## src/rtl/a_sqrtb_inv_pkg.sv

```systemverilog
// Shared widths, state encoding and error code for the a*sqrt(b) inverse block.
// Optional build macro: A_SQRTB_INV_ROUND_EN (round-half-up quotient).
package a_sqrtb_pkg;

    localparam int YW   = 12;
    localparam int AW   = 8;
    localparam int BW   = 8;
    localparam int QMAX = (1 << (BW / 2)) - 1;

    // Squarer runs BW/2 shift-add iterations; SW is its counter width.
    localparam int SW = $clog2(BW / 2);

    localparam logic [BW-1:0] B_ERR = {BW{1'b1}};

    typedef enum logic [1:0] {
        IDLE,
        DIV,
        CHK,
        SQR
    } state_t;

endpackage

```

## src/rtl/a_sqrtb_inv_restoring_div.sv

```systemverilog
// Restoring unsigned divider, one quotient bit per clock, YW iterations per start.
// Used by a_sqrtb_inv; A_SQRTB_INV_ROUND_EN does not change this module.
module restoring_div #(
    parameter int YW = 12,
    parameter int AW = 8
) (
    input  logic          clk,
    input  logic          rst_n,
    input  logic          i_start,
    input  logic [YW-1:0] i_y,
    input  logic [AW-1:0] i_a,
    output logic          o_done,
    output logic [YW-1:0] o_q,
    output logic [AW:0]   o_rem
);

    localparam int CW = $clog2(YW);

    logic          r_active;
    logic [CW-1:0] r_cnt;
    logic [YW-1:0] r_y;
    logic [AW-1:0] r_a;
    logic [YW-1:0] r_q;
    logic [AW:0]   r_rem;

    logic [AW:0]   w_remShift;
    logic          w_ge;
    logic [AW:0]   w_remNext;

    // The remainder stays below a, so its low AW bits hold it losslessly before the shift.
    assign w_remShift = {r_rem[AW-1:0], r_y[YW-1]};
    assign w_ge       = (w_remShift >= {1'b0, r_a});
    assign w_remNext  = w_ge ? (w_remShift - {1'b0, r_a}) : w_remShift;

    always_ff @(posedge clk) begin
        if (!rst_n) begin
            r_active <= 1'b0;
            r_cnt    <= '0;
            r_y      <= '0;
            r_a      <= '0;
            r_q      <= '0;
            r_rem    <= '0;
        end else if (i_start) begin
            r_active <= 1'b1;
            r_cnt    <= CW'(YW - 1);
            r_y      <= i_y;
            r_a      <= i_a;
            r_q      <= '0;
            r_rem    <= '0;
        end else if (r_active) begin
            r_rem <= w_remNext;
            r_q   <= {r_q[YW-2:0], w_ge};
            r_y   <= {r_y[YW-2:0], 1'b0};
            if (r_cnt == '0) begin
                r_active <= 1'b0;
            end else begin
                r_cnt <= r_cnt - 1'b1;
            end
        end
    end

    // High during the final iteration, so the caller can leave its DIV state on that edge.
    assign o_done = r_active && (r_cnt == '0);
    assign o_q    = r_q;
    assign o_rem  = r_rem;

endmodule

```

## src/rtl/a_sqrtb_inv.sv

```systemverilog
// Recovers b = (y / a)^2: restoring divide, range check, then shift-add square.
// Optional build macro: A_SQRTB_INV_ROUND_EN rounds the quotient half-up before the range check.
module a_sqrtb_inv
    import a_sqrtb_pkg::*;
(
    input  logic          clk,
    input  logic          rst_n,
    input  logic [YW-1:0] y_in,
    input  logic [AW-1:0] a_in,
    input  logic          in_ready,
    output logic          busy,
    output logic [BW-1:0] b_out,
    output logic          err,
    output logic          y_ready
);

    localparam int HW = BW / 2;
    localparam logic [SW-1:0] SQR_LAST = SW'(HW - 1);

    state_t r_state;
    state_t w_stateNext;

    logic [BW-1:0] r_mcand;
    logic [HW-1:0] r_mplier;
    logic [BW-1:0] r_acc;
    logic [SW-1:0] r_sqrCnt;

    logic          w_accept;
    logic          w_divStart;
    logic          w_divDone;
    logic [YW-1:0] w_q;
    logic [YW:0]   w_qFinal;
    logic          w_overflow;
    logic [BW-1:0] w_accNext;

    assign w_accept   = (r_state == IDLE) && in_ready;
    assign w_divStart = w_accept && (a_in != '0);

`ifdef A_SQRTB_INV_ROUND_EN
    logic [AW:0]   w_rem;
    logic [AW-1:0] r_a;
    logic          w_roundUp;

    always_ff @(posedge clk) begin
        if (!rst_n) begin
            r_a <= '0;
        end else if (w_accept) begin
            r_a <= a_in;
        end
    end

    assign w_roundUp = ({w_rem, 1'b0} >= {2'b00, r_a});
    assign w_qFinal  = {1'b0, w_q} + (YW + 1)'(w_roundUp);
`else
    logic [AW:0] w_remUnused;

    assign w_qFinal = {1'b0, w_q};
`endif

    restoring_div #(
        .YW (YW),
        .AW (AW)
    ) u_div (
        .clk     (clk),
        .rst_n   (rst_n),
        .i_start (w_divStart),
        .i_y     (y_in),
        .i_a     (a_in),
        .o_done  (w_divDone),
        .o_q     (w_q),
`ifdef A_SQRTB_INV_ROUND_EN
        .o_rem   (w_rem)
`else
        .o_rem   (w_remUnused)
`endif
    );

    assign w_overflow = (w_qFinal > (YW + 1)'(QMAX));
    assign w_accNext  = r_acc + (r_mplier[0] ? r_mcand : '0);
    assign busy       = (r_state != IDLE);

    always_ff @(posedge clk) begin
        if (!rst_n) begin
            r_state <= IDLE;
        end else begin
            r_state <= w_stateNext;
        end
    end

    always_comb begin
        w_stateNext = r_state;
        case (r_state)
            IDLE: if (w_divStart) w_stateNext = DIV;
            DIV:  if (w_divDone) w_stateNext = CHK;
            CHK:  w_stateNext = w_overflow ? IDLE : SQR;
            SQR:  if (r_sqrCnt == SQR_LAST) w_stateNext = IDLE;
            default: w_stateNext = IDLE;
        endcase
    end

    // Results are registered and held in IDLE; a divide-by-zero resolves on the accepting edge.
    always_ff @(posedge clk) begin
        if (!rst_n) begin
            b_out    <= '0;
            err      <= 1'b0;
            y_ready  <= 1'b0;
            r_mcand  <= '0;
            r_mplier <= '0;
            r_acc    <= '0;
            r_sqrCnt <= '0;
        end else begin
            case (r_state)
                IDLE: begin
                    if (in_ready) begin
                        y_ready <= 1'b0;
                        err     <= 1'b0;
                        if (a_in == '0) begin
                            err     <= 1'b1;
                            b_out   <= B_ERR;
                            y_ready <= 1'b1;
                        end
                    end
                end
                CHK: begin
                    if (w_overflow) begin
                        err     <= 1'b1;
                        b_out   <= B_ERR;
                        y_ready <= 1'b1;
                    end else begin
                        r_mcand  <= {{(BW - HW){1'b0}}, w_qFinal[HW-1:0]};
                        r_mplier <= w_qFinal[HW-1:0];
                        r_acc    <= '0;
                        r_sqrCnt <= '0;
                    end
                end
                SQR: begin
                    r_acc    <= w_accNext;
                    r_mcand  <= {r_mcand[BW-2:0], 1'b0};
                    r_mplier <= {1'b0, r_mplier[HW-1:1]};
                    r_sqrCnt <= r_sqrCnt + 1'b1;
                    if (r_sqrCnt == SQR_LAST) begin
                        b_out   <= w_accNext;
                        err     <= 1'b0;
                        y_ready <= 1'b1;
                    end
                end
                default: ;
            endcase
        end
    end

endmodule
```

## config.mk

```make
export PLATFORM = sky130hd
export DESIGN_NAME = a_sqrtb_inv
export DESIGN_NICKNAME = d
export VERILOG_FILES = /design/src/rtl/a_sqrtb_inv_pkg.sv /design/src/rtl/a_sqrtb_inv_restoring_div.sv /design/src/rtl/a_sqrtb_inv.sv
export SDC_FILE = /design/constraint.sdc
export NUM_CORES = 1
export LEC_CHECK = 0
export ABC_AREA = 1
export BUFFER_PORTS_ARGS = -buffer_cell sky130_fd_sc_hd__buf_2
export CAP_MARGIN = 20
export CORE_MARGIN = 3
export CORE_UTILIZATION = 33
export CTS_CLUSTER_DIAMETER = 200
export DETAILED_ROUTE_END_ITERATION = 16
export PLACE_DENSITY = 0.52
export SYNTH_ARGS = -nofsm -noshare
export SYNTH_HDL_FRONTEND = slang
export SYNTH_SLANG_ARGS = --single-unit
export TNS_END_PERCENT = 20
```

## constraint.sdc

```tcl
create_clock -name clk -period 5.5 [get_ports clk]
set_clock_uncertainty 0.2 [all_clocks]
set_input_delay 0.55 -clock clk [delete_from_list [all_inputs] [get_ports clk]]
set_output_delay 0.55 -clock clk [all_outputs]
set_load 0.02 [all_outputs]
```

# Word level (Yosys, flattened, before mapping)
# Cells that the tools add are included.
# word_totals
regBits	79
in_bits	23
# classes
addsub	4
n_lt_le_gt_ge	2
eq_ne	12
mux	35
n_bitwise	2
reduce_logical	18
# ops
op	count
8-bit two-way mux	8
8-bit one-hot mux with 2 select lines	2
12-bit two-way mux	2
8-bit one-hot mux with 3 select lines	1
4-bit two-way mux	4
12-bit by 4-bit > comparator with 1-bit output, second input constant	1
2-bit two-way mux	5
9-bit by 8-bit greater-or-equal comparator with 1-bit output	1
8-bit adder	1
8-bit zero test	1
1-bit two-way mux	8
2-bit by 1-bit != test with 1-bit output, second input constant	4
2-bit != test, second input constant	4
2-bit one-hot mux with 4 select lines	1
4-bit one-hot mux with 2 select lines	1
8-bit nonzero test	1
8-bit subtractor	1
2-bit equality test, second input constant	3
1-bit one-hot mux with 3 select lines	2
2-bit AND reduction	3
2-bit nonzero test	3
5-bit AND reduction	1
4-bit zero test	1
2-bit one-hot mux with 2 select lines	1
10 further kinds	13

# Logic depth before layout (Yosys ltp)
# depth
word_depth	5
ltp_mapped	13

# By module
# A second synthesis with hierarchy kept.
# hier_totals
cells_unflattened	608
area_unflattened_um2	4214.0
# by_module_without_submodules
module	n_inst	cells_each	area_each_um2	seq_area_each_um2
restoring_div	1	325	2333.5	920.9
a_sqrtb_inv	1	283	1880.6	680.7

# Worst setup path after synthesis
# No wires, ideal clock.
# synth_path
path_type	register to register
from	register r_mplier[0]
to	register r_acc[6]
arrival_time_ps	1709
required_time_ps	5230
setup_slack_ps	3520
path_stages_with_launch	13
path_buffers	1
synth_period_minus_slack_ps	1980
path_cell_list	dfxtp_1 > clkbuf_1 > nand2_1 > inv_1 > ha_1 > fa_1 > nand3_1 > nand2_1 > nand3_1 > nand2_1 > xor2_1 > nand2_1 > a21oi_1
# synth_via
elab_chain_cells	3
# synth_lines
item	line	rtl
start, declared	a_sqrtb_inv.sv:24	logic [HW-1:0] r_mplier;
start signal, assigned	a_sqrtb_inv.sv:131	r_mplier <= w_qFinal[HW-1:0];
start signal, assigned	a_sqrtb_inv.sv:139	r_mplier <= {1'b0, r_mplier[HW-1:1]};
8-bit two-way mux	a_sqrtb_inv.sv:79	assign w_accNext = r_acc + (r_mplier[0] ? r_mcand : '0);
8-bit adder	a_sqrtb_inv.sv:79	
8-bit one-hot mux with 2 select lines	a_sqrtb_inv.sv:112	case (r_state)
end signal, assigned	a_sqrtb_inv.sv:137	r_acc <= w_accNext;
end, declared	a_sqrtb_inv.sv:25	logic [BW-1:0] r_acc;
# No other way between the ends.
# A chain may end at the register's enable or synchronous reset.

# Worst setup path after layout
# layout_path
from	input port a_in[6]
to	register u_div.r_rem[7], in the netlist u_div.o_rem[7]
# layout_via
elab_chain_cells	3
# layout_lines
item	line	rtl
start, declared	a_sqrtb_inv.sv:9	input logic [AW-1:0] a_in,
8-bit nonzero test	a_sqrtb_inv.sv:37	assign w_divStart = w_accept && (a_in != '0);
1-bit logical AND	a_sqrtb_inv.sv:37	
2-bit OR reduction (no line)	-	
end signal, assigned	a_sqrtb_inv_restoring_div.sv:51	r_rem <= w_remNext;
end, declared	a_sqrtb_inv_restoring_div.sv:24	logic [AW:0] r_rem;
# No other way between the ends.

==> summary.md <==
| Metric | Value |
|---|---|
| Post-cts repair resize count | `0` |
| Design area | `roughly 4600 um2` |
| Clock share of power | `25.4%` |
| Rows | `39` |
| Dominant synthesized flop cell | `dfxtp_1` |
| Seq cells post-synth | `79` |
| Deepest clock path buffer count | `2` |
| Synth area leaders | `dfxtp_1 39%, nand2_1 13%, a21oi_1 7.5%` |
| Core area | `roughly 12000 um2` |
| Critical Path RT | `5.58 ns` |
| Syn Area/Cell | `7.46 um2` |
| Worst hold path startpoint | `b_out[3]` |
| Outcome | `completed` |
| GRT overflow | `0` |
| N_diodes | `0` |
| Share of cells above drive strength 1 | `13.8%` |
| Min Tclk post-route | `approximately 2.7 ns` |
| Clock Latency Late Sink | `0.33 ns` |
| Largest net degree at the start of global routing | `41` |
| Post-synth cell types | `37` |
| Max Slew Vio Count | `0` |
| RR Endpoint | `u_div.o_rem[7]` |
| Drt first pass iters | `4` |
| Int Pwr | `1.46 mW` |
| Pre-CTS setup slack | `2.46 ns` |
| Width of the die | `~120 um` |
| Top cell type's share of synthesized area | `38.8%` |
| Met1 wire length | `4600 um` |
| WHS Path Cells | `2` |
| Met2 WL | `3920 um` |
| H-Tree Depth | `3` |
| Placer Congestion | `a little over 0.8` |
| Switch Pwr | `between 0.9 and 1 mW` |
| Die ar. | `13700 um2` |
| Detailed Route Iter0 Violations | `150` |
| HP Class | `flip-flop to flip-flop` |
| Synth top cells by count | `142 x nand2_1, 79 x dfxtp_1, 61 x a21oi_1, 54 x inv_1, 44 x nor2_1` |
| Max_cap viols | `0` |
| Switching share of power | `between 40% and 50%` |
| Power density over the cells | `between 500 and 600 nW/um2` |
| Flop2flop setup slack | `approximately 3.0 ns` |
| Sequential share of power | `30.8%` |
| Final Util | `around two fifths` |
| PortBufs | `33` |
| Area after DPL | `about 4300 um2` |
| Critical Path AT | `2.75 ns` |
| CTS tree | `yes` |
| Max_slew headroom | `40.1%` |
| Tcrit/Tclk final | `48.6%` |
| Area Overhead vs Synth | `14.0%` |
| Post-CTS Setup Inserts | `0` |
| Yosys top cell by area | `dfxtp_1` |
| Initial antenna violation count | `0` |
| Fmax | `0.374 GHz` |
| Antenna viol nets, final | `0` |
| Clock sink count | `between 70 and 80` |
| Initial Util | `34.6%` |
| Crit Path Max Fanout | `40` |
| DR vias | `3400` |
| Num CTS Buffers | `9` |
| Setup_tns | `0 ns` |
| Hold Path Sink | `b_out[3]` |
| Vias in the first global route | `3197` |
| Total number of yosys warnings | `0` |
| First-pass GRT wire length | `15300 um` |
| Seq/Total Area, Yosys | `38.8%` |
| Syn Nets | `589` |
| Root buf cell | `clkbuf_16` |
| Vias per cell | `4.61` |
| RR Startpoint | `r_state[1]` |
| Hold-fix buffers at CTS | `0` |
| Vert. Die Dim | `117 um` |
| Worst reg-to-reg path cell count | `8` |
| Combinational share of power | `43.8%` |
| Clock transition at path regs | `around 0.06 ns` |
| Slew @ Worst Pin | `0.897 ns` |
| Met3 wire length | `259 um` |
| Asr flop ratio synth | `0%` |
| WHS | `approximately 0.25 ns` |
| Highest routed layer | `met4` |
| Number of flops mapped to enable cells by yosys | `0` |
| Unrepaired setup endpoints after global routing | `false` |
| Gate Count Post-Synth | `between 500 and 600` |
| Critical path type | `primary input to flip-flop` |
| Worst Setup End Kind | `flip-flop` |
| CP Launch Type | `primary input` |
| Pleak | `2.06 nW` |
| Setup violations, final | `0` |
| Detailed placement HPWL | `between 6000 and 7000 um` |
| Peak supply drop | `roughly 0.00018 V` |
| Post-synthesis instance area | `approximately 4000 um2` |
| Routed WL per cell | `about 12 um` |
| Total GRT Usage | `14.1%` |
| DRC | `0` |
| Total wire length | `8950 um` |
| Layout Nets | `612` |
| Final Hold Viols | `0` |
| Most common cell in the netlist | `nand2_1` |
| I/O pin cnt | `34` |
| Final worst slack | `2.83 ns` |
## layout by cell type, fill, tap and decap left out, types with 2 or more instances in the layout
cell type and n:
nand3_2 3, a31oi_1 6, clkbuf_16 9, clkinv_2 2, bufinv_16 2, or2_0 2
a211oi_2 10, a21oi_1 61, inv_2 3, nand3_1 36, nand4_1 2, buf_2 33
nor2_2 3, dfxtp_1 79, nor2_1 44, ha_1 18, clkbuf_1 3, inv_1 54
o21ai_1 2, nor2_4 3, xor2_1 7, nand2_1 142, xnor2_1 6, o21ai_0 16
buf_4 2, a21oi_2 3, fa_1 2, o21a_1 2, mux2i_1 9
## critical path, cell delays in order
cell and delay (ns):
buf_2 0.10, nor2_1 0.09, nand2_1 0.08, o21ai_2 0.25, nor2_4 0.08, inv_2 0.52
nand2_1 0.66, nor2_1 0.25, nand3_1 0.11, nand2_1 0.06
## logic make-up after synthesis
family | count (synthesis) | share of synthesized area [%]
buf+inv | 80 | 8.20
fa+ha+maj | 20 | 6.51
compound gates | 103 | 15.4
simple gates | 242 | 26.0
mux | 9 | 2.21
xor+xnor | 13 | 2.79
flops | 79 | 38.8
## routing by layer
| metal | global-route usage, % | up-vias |
|---|---|---|
| met4 | 6.04 | 0 |
| met1 | 19.6 | 1534 |
| li1 | - | 1816 |
| met5 | 0 | - |
| met2 | 20.6 | 40 |
| met3 | 3.50 | 10 |
## power by group through the flow
stage / Combinational [mW] / Sequential, mW / Clock (mW)
floorplan: 0.830 / 0.791 / 0
global placement: 1.07 / 0.764 / 0
detailed placement: 1.08 / 0.767 / 0
CTS: 1.08 / 0.755 / 0.637
global route: 1.22 / 0.767 / 0.666
finish: 1.07 / 0.752 / 0.621
## layout make-up
type / count / area (um2)
repair buffers: 35 / 180
multi-input cells: 387 / 2160
clock buffers: 12 / 236
fillers: 1241 / 7110
flip-flops and latches: 79 / 1580
well taps: 164 / 205
clock inverters: 4 / 70.1
inverters: 57 / 214
## how the worst max path moves through the flow
stage               cells past startpoint        endpoint  slack, ns   startpoint
finish                                 10  u_div.o_rem[7]       2.83      a_in[6]
global route                           10  u_div.o_rem[7]       2.59      a_in[6]
CTS                                    10  u_div.o_rem[7]       2.81      a_in[6]
detailed placement                     10  u_div.o_rem[7]       2.46      a_in[6]
global placement                       10  u_div.o_rem[7]       2.58      a_in[6]
floorplan                              12        r_acc[6]       3.52  r_mplier[0]
## flip-flops by register name (all words and copies together) (netlist names)
register        count
b_out               8
err                 1
r_acc               8
r_mcand             8
r_mplier            4
r_sqrCnt            2
r_state             2
u_div.o_q          12
u_div.o_rem         8
u_div.r_a           8
u_div.r_active      1
u_div.r_cnt         4
u_div.r_y          12
y_ready             1
## through the flow
stage                     std cells  total power [mW]
after floorplan                 546              1.62
after global placement          722              1.83
after detailed placement        722              1.85
after CTS                       738              2.47
after global routing            738              2.65
final                           738              2.44
Power figures use the tool's default switching activity.
